<file path="config.mk">
export PLATFORM = sky130hd
export DESIGN_NAME = al_commit_reader
export DESIGN_NICKNAME = d
export VERILOG_FILES = /design/src/rtl/al_pkg.sv /design/src/rtl/al_ptr_add.sv /design/src/rtl/al_commit_reader.sv
export SDC_FILE = /design/constraint.sdc
export NUM_CORES = 1
export LEC_CHECK = 0
export ABC_AREA = 1
export BUFFER_PORTS_ARGS = -buffer_cell sky130_fd_sc_hd__buf_2
export CORE_MARGIN = 2
export CORE_UTILIZATION = 53
export CTS_CLUSTER_DIAMETER = 200
export CTS_CLUSTER_SIZE = 20
export DETAILED_ROUTE_END_ITERATION = 8
export GPL_TIMING_DRIVEN = 0
export PLACE_DENSITY = 0.79
export SLEW_MARGIN = 20
export SYNTH_ARGS = -nofsm -noshare
export SYNTH_HDL_FRONTEND = slang
export SYNTH_HIERARCHICAL = 1
export SYNTH_SLANG_ARGS = --single-unit
</file>
<file path="constraint.sdc">
create_clock -name clk -period 5.2 [get_ports clk]
set_input_delay 1.04 -clock clk [delete_from_list [all_inputs] [get_ports clk]]
set_output_delay 1.04 -clock clk [all_outputs]
set_load 0.03 [all_outputs]
</file>
<file path="src/rtl/al_pkg.sv">
// rtl/al_pkg.sv - shared types and default sizes for the active-list commit reader.
package al_pkg;

  localparam int AL_DEPTH      = 16;
  localparam int AL_INDEX      = 4;
  localparam int AL_WIDTH      = 8;
  localparam int AL_COMMIT_W   = 4;
  localparam int AL_DISPATCH_W = 4;
  localparam int COMMIT_W_LOG  = $clog2(AL_COMMIT_W + 1);

  typedef logic [AL_INDEX-1:0] alIdx_t;
  typedef logic [AL_INDEX:0]   alCnt_t;

  typedef enum logic {
    WAIT_RAM = 1'b0,
    RUN      = 1'b1
  } al_state_e;

endpackage

</file>
<file path="src/rtl/al_ptr_add.sv">
// rtl/al_ptr_add.sv - modular pointer add, (ptr + inc) mod DEPTH for non-power-of-2 depths.
module al_ptr_add #(
  parameter int DEPTH = 16,
  parameter int INDEX = 4
) (
  input  logic [INDEX-1:0] ptr_i,
  input  logic [INDEX:0]   inc_i,
  output logic [INDEX-1:0] sum_o
);

  localparam int RW = INDEX + 2;

  logic [RW-1:0] raw;

  // Operands stay below 2*DEPTH, so a single conditional subtract is enough.
  always_comb begin
    raw   = RW'(ptr_i) + RW'(inc_i);
    sum_o = (raw >= RW'(DEPTH)) ? INDEX'(raw - RW'(DEPTH)) : INDEX'(raw);
  end

endmodule

</file>
<file path="src/rtl/al_commit_reader.sv">
// rtl/al_commit_reader.sv - reads the active-list RAM at head and stages a commit bundle for retire.
module al_commit_reader
  import al_pkg::*;
#(
  parameter int DEPTH      = AL_DEPTH,
  parameter int INDEX      = AL_INDEX,
  parameter int WIDTH      = AL_WIDTH,
  parameter int COMMIT_W   = AL_COMMIT_W,
  parameter int DISPATCH_W = AL_DISPATCH_W
) (
  input  logic                                clk,
  input  logic                                reset,
  input  logic                                ramReady_i,
  input  logic [$clog2(DISPATCH_W+1)-1:0]     dispatchCnt_i,
  input  logic [COMMIT_W-1:0]                 laneActive_i,
  input  logic                                flush_i,
  output logic [COMMIT_W*INDEX-1:0]           rdAddr_o,
  input  logic [COMMIT_W*WIDTH-1:0]           rdData_i,
  output logic [COMMIT_W-1:0]                 commitValid_o,
  output logic [COMMIT_W*WIDTH-1:0]           commitData_o,
  input  logic                                commitReady_i,
  output logic [INDEX-1:0]                    head_o,
  output logic [INDEX:0]                      count_o,
  output logic                                full_o,
  output logic                                overflow_o
);

  localparam int CNT_W = INDEX + 1;
  localparam int SUM_W = INDEX + 3;

  al_state_e                state_q, state_d;
  logic [INDEX-1:0]         head_q, head_d, head_nxt;
  logic [CNT_W-1:0]         count_q, count_d;
  logic [COMMIT_W-1:0]      valid_q, valid_d;
  logic [COMMIT_W*WIDTH-1:0] data_q, data_d;
  logic                     overflow_q, overflow_d;

  logic [CNT_W-1:0]         active_n, bundle_n, n_load, head_inc;
  logic                     accept, load;
  logic [SUM_W-1:0]         occ_sum;

  genvar g;
  generate
    for (g = 0; g < COMMIT_W; g++) begin : g_rd_lane
      al_ptr_add #(.DEPTH(DEPTH), .INDEX(INDEX)) u_lane_add (
        .ptr_i (head_q),
        .inc_i (CNT_W'(g)),
        .sum_o (rdAddr_o[g*INDEX +: INDEX])
      );
    end
  endgenerate

  // One adder serves both the normal advance and the flush jump to the tail.
  al_ptr_add #(.DEPTH(DEPTH), .INDEX(INDEX)) u_head_add (
    .ptr_i (head_q),
    .inc_i (head_inc),
    .sum_o (head_nxt)
  );

  always_comb begin
    active_n = '0;
    bundle_n = '0;
    for (int i = 0; i < COMMIT_W; i++) begin
      active_n = active_n + CNT_W'(laneActive_i[i]);
      bundle_n = bundle_n + CNT_W'(valid_q[i]);
    end
  end

  always_comb begin
    accept = valid_q[0] & commitReady_i;
    load   = (state_q == RUN) && !flush_i && (count_q != '0) && ((valid_q == '0) || accept);
    n_load = '0;
    if (load) begin
      n_load = count_q;
      if (n_load > CNT_W'(COMMIT_W)) n_load = CNT_W'(COMMIT_W);
      if (n_load > active_n)         n_load = active_n;
    end
    head_inc = flush_i ? count_q : n_load;
  end

  always_comb begin
    state_d    = state_q;
    head_d     = head_nxt;
    count_d    = count_q;
    valid_d    = valid_q;
    data_d     = data_q;
    overflow_d = overflow_q;
    occ_sum    = SUM_W'(count_q) + SUM_W'(bundle_n) + SUM_W'(dispatchCnt_i) - SUM_W'(n_load);

    if (state_q == WAIT_RAM && ramReady_i) state_d = RUN;

    if (flush_i) begin
      valid_d = '0;
      count_d = '0;
    end else begin
      if (accept) valid_d = '0;
      if (load) begin
        for (int i = 0; i < COMMIT_W; i++) begin
          valid_d[i] = (CNT_W'(i) < n_load);
          if (CNT_W'(i) < n_load) data_d[i*WIDTH +: WIDTH] = rdData_i[i*WIDTH +: WIDTH];
        end
      end
      // Saturate so that live entries plus staged lanes never exceed the list.
      if (occ_sum > SUM_W'(DEPTH)) begin
        overflow_d = 1'b1;
        count_d    = CNT_W'(DEPTH) - bundle_n;
      end else begin
        count_d = CNT_W'(SUM_W'(count_q) + SUM_W'(dispatchCnt_i) - SUM_W'(n_load));
      end
    end
  end

  always_ff @(posedge clk or negedge reset) begin
    if (!reset) begin
      state_q    <= WAIT_RAM;
      head_q     <= '0;
      count_q    <= '0;
      valid_q    <= '0;
      data_q     <= '0;
      overflow_q <= 1'b0;
    end else begin
      state_q    <= state_d;
      head_q     <= head_d;
      count_q    <= count_d;
      valid_q    <= valid_d;
      data_q     <= data_d;
      overflow_q <= overflow_d;
    end
  end

  assign commitValid_o = valid_q;
  assign commitData_o  = data_q;
  assign head_o        = head_q;
  assign count_o       = count_q;
  assign full_o        = ((count_q + bundle_n) == CNT_W'(DEPTH));
  assign overflow_o    = overflow_q;

endmodule
</file>
==> results list <==
- The kind of cell with the highest combined delay along the critical path is adder cells.
- Remaining DRCs: 10
- The final critical path takes up a little over nine tenths of the cycle.
- STA classifies the critical path startpoint as a primary input.
* DR WL/cell: approximately 12 um
- Outcome: finished, violations left
- Final-report max-slew violation count: 0
- Measured in cells, the most critical reg-to-reg path has a length of 25.
- The first global-routing pass estimated 13,600 um of wire.
- Clock latency at the later pin of the worst-skew pair: around 300 ps
- After legalization and detailed placement, the total HPWL measured 6020 um.
- The final reports fail on DRC.
- The slowest stage of the critical path is the fa_2 cell.
* Die Outline Area: 0.00737 sq mm
- Proportion of layout cells with a drive suffix above 1: 29.7%
- Net count reported at finish: 691
* Inserted Clock Buffers: 5
* Post-detailed-routing wire length: 7950 um
* Highest clock frequency the design can meet: ~0.19 GHz
- In this run the most critical hold path is launched from commitData_o[22]$_DFFE_PN0P_.
* Tot GR Track Use: 22.6%
- After the first detailed-routing iteration, the DRC count stood at 146.
* Hold-critical path endpoint: commitData_o[22]$_DFFE_PN0P_
* Number of cells produced by synthesis: 440
* Total congestion overflow after global routing: 0
- Final number of hold-violating endpoints: 0
- Maximum clock skew at final layout: 7.03 ps
- Router iterations before antenna repair: 6
- Using the TritonRoute via totals, the vias-per-cell ratio works out to 4.86.
- Critical path buffer and inverter count: 5
- Among the stages of the critical path, the cell type that occurs most often is nand2_1.
- Area growth syn-to-layout: 30.1%
- Finish-stage setup viols: 0
- R2R Path Start: count_o[4]$_DFF_PN0_
* Yosys warning count: 6
- Cell chosen for the clock root: clkbuf_8
* Max Cap Viol: 0
- The min-delay analysis places its worst path in the category flop to flop.
- Worst hold path cell count: 2
- In this run the standard cell core region covers 0.00642 sq mm.
* Number of top-level pins: ~110
- Die height: 85.8 um
- The initial antenna violation count came to 0.
- Setup repair after global routing could not meet its margin everywhere.
- The routed layout has 3,244 vias.
- In this run the worst path has a maximum fanout of 5.
- The floorplan has 29 rows.
* Maximum buffer depth of the clock tree: 2
* Mapped Area: 0.00355 sq mm
- Number of I/O port buffers: 106
- Worst setup slack for register-to-register paths: around 830 ps
* Cts-stage hold buffer count: 0
* Delay of the slowest critical-path stage: 590 ps
- The worst register-to-register path ends at count_o[1]$_DFF_PN0_.
* Pin count of the biggest net entering global routing: 48
- Starting Density: 55.3%
- The critical path is of the primary input to flop type.
- Final weighted congestion in routability-driven placement: 0.763
- Mapped Avg Cell Area: roughly 8.1 sq um
- Chip Width: 85.8 um
* Remaining number of nets flagged by the antenna check after routing: 0
- The number of global-route vias before repair came to 3,090.
- Clock Sinks: 47
- For the pin with the worst max-slew slack, the measured transition is 589 ps.
* Final core utilization: 71.9%
* CTS tree: yes
- Antenna diodes: 0
- Headroom to the max-slew limit: 60.7%
* H-tree level count: 2
- Type of destination of the critical path: flop
- Min Clock Period, post-route: around 5100 ps
* CP required: 5400 ps
* Clock transition at the register clock pins on the worst setup and hold paths after CTS: 90 ps
- Worst path arrival time: 5330 ps
[cells in the final DEF (no fill, tap or decap), types with 5 or more instances in the layout]
| cell type | instances |
|---|---|
| nand2_1 | 152 |
| buf_2 | 103 |
| inv_1 | 51 |
| dfrtp_1 | 47 |
| ha_1 | 36 |
| conb_1 | 27 |
| nand3_1 | 24 |
| nor2_1 | 20 |
| buf_4 | 13 |
| fa_1 | 13 |
| o21ai_0 | 9 |
| inv_2 | 8 |
| xor2_1 | 8 |
| nand4_1 | 8 |
| nand2_2 | 7 |
| nand3_2 | 7 |
| a21oi_1 | 6 |
| clkbuf_8 | 5 |
[flip-flops by register name (all words and copies together) (netlist names)]
register	cells
overflow_o	1
commitValid_o	4
head_o	4
state_q	1
count_o	5
commitData_o	32
[timing repair]
action                                  CTS  global route
hold endpoints to repair                  0             0
gates resized for setup                   8            19
pin swaps                                 8            19
buffers inserted                          4             7
endpoints found under the setup margin    6             6
cloned                                    1             0
[area by class of cell]
type	count	area, sq um
buffer	4	45.0
clock buffer	5	68.8
clock inverter	3	46.3
fill	527	1810
inverter	61	236
multi-input combinational	353	2320
sequential	47	1180
tap	77	96.3
timing repair buffer	117	628
[per-layer routing]
layer / global-route usage (%) / up-vias / routed length (um)
met1: 30.9 / 1502 / 3630
met5: 0 / - / 0
met3: 3.95 / 4 / 439
met2: 38.7 / 90 / 3850
met4: 3.32 / 0 / 31
li1: - / 1648 / -
[how the worst max path moves through the flow]
stage / cells after the start / start / to
floorplan: 25 / laneActive_i[3] / count_o[2]$_DFF_PN0_
global placement: 26 / laneActive_i[3] / count_o[2]$_DFF_PN0_
detailed placement: 26 / laneActive_i[3] / count_o[1]$_DFF_PN0_
CTS: 26 / laneActive_i[3] / count_o[1]$_DFF_PN0_
global route: 27 / laneActive_i[0] / count_o[1]$_DFF_PN0_
finish: 27 / laneActive_i[0] / count_o[1]$_DFF_PN0_
[worst min-delay path: cells and delay by family, from the launching register on]
kind / cells / cell delay (ps)
AND/OR/NAND/NOR: 2 / 90
flip-flops: 1 / 350
[through the flow]
stage          setup slack (ps)  area [sq um]  setup TNS [ps]  cells  hold slack [ps]
5_1_grt                    -157          4620            -722    667              504
3_3_place_gp               -530          4330           -3070    648              450
6_report                   65.2          4620               0    667              474
3_5_place_dp               -583          4330           -3350    648              453
2_1_floorplan              -122          3700            -660    465              440
4_1_cts                    1.56          4510               0    661              477
Power is left out: the tool's default activity adds up to more than one toggle a clock period on the data nets, which glitch-free logic cannot reach.
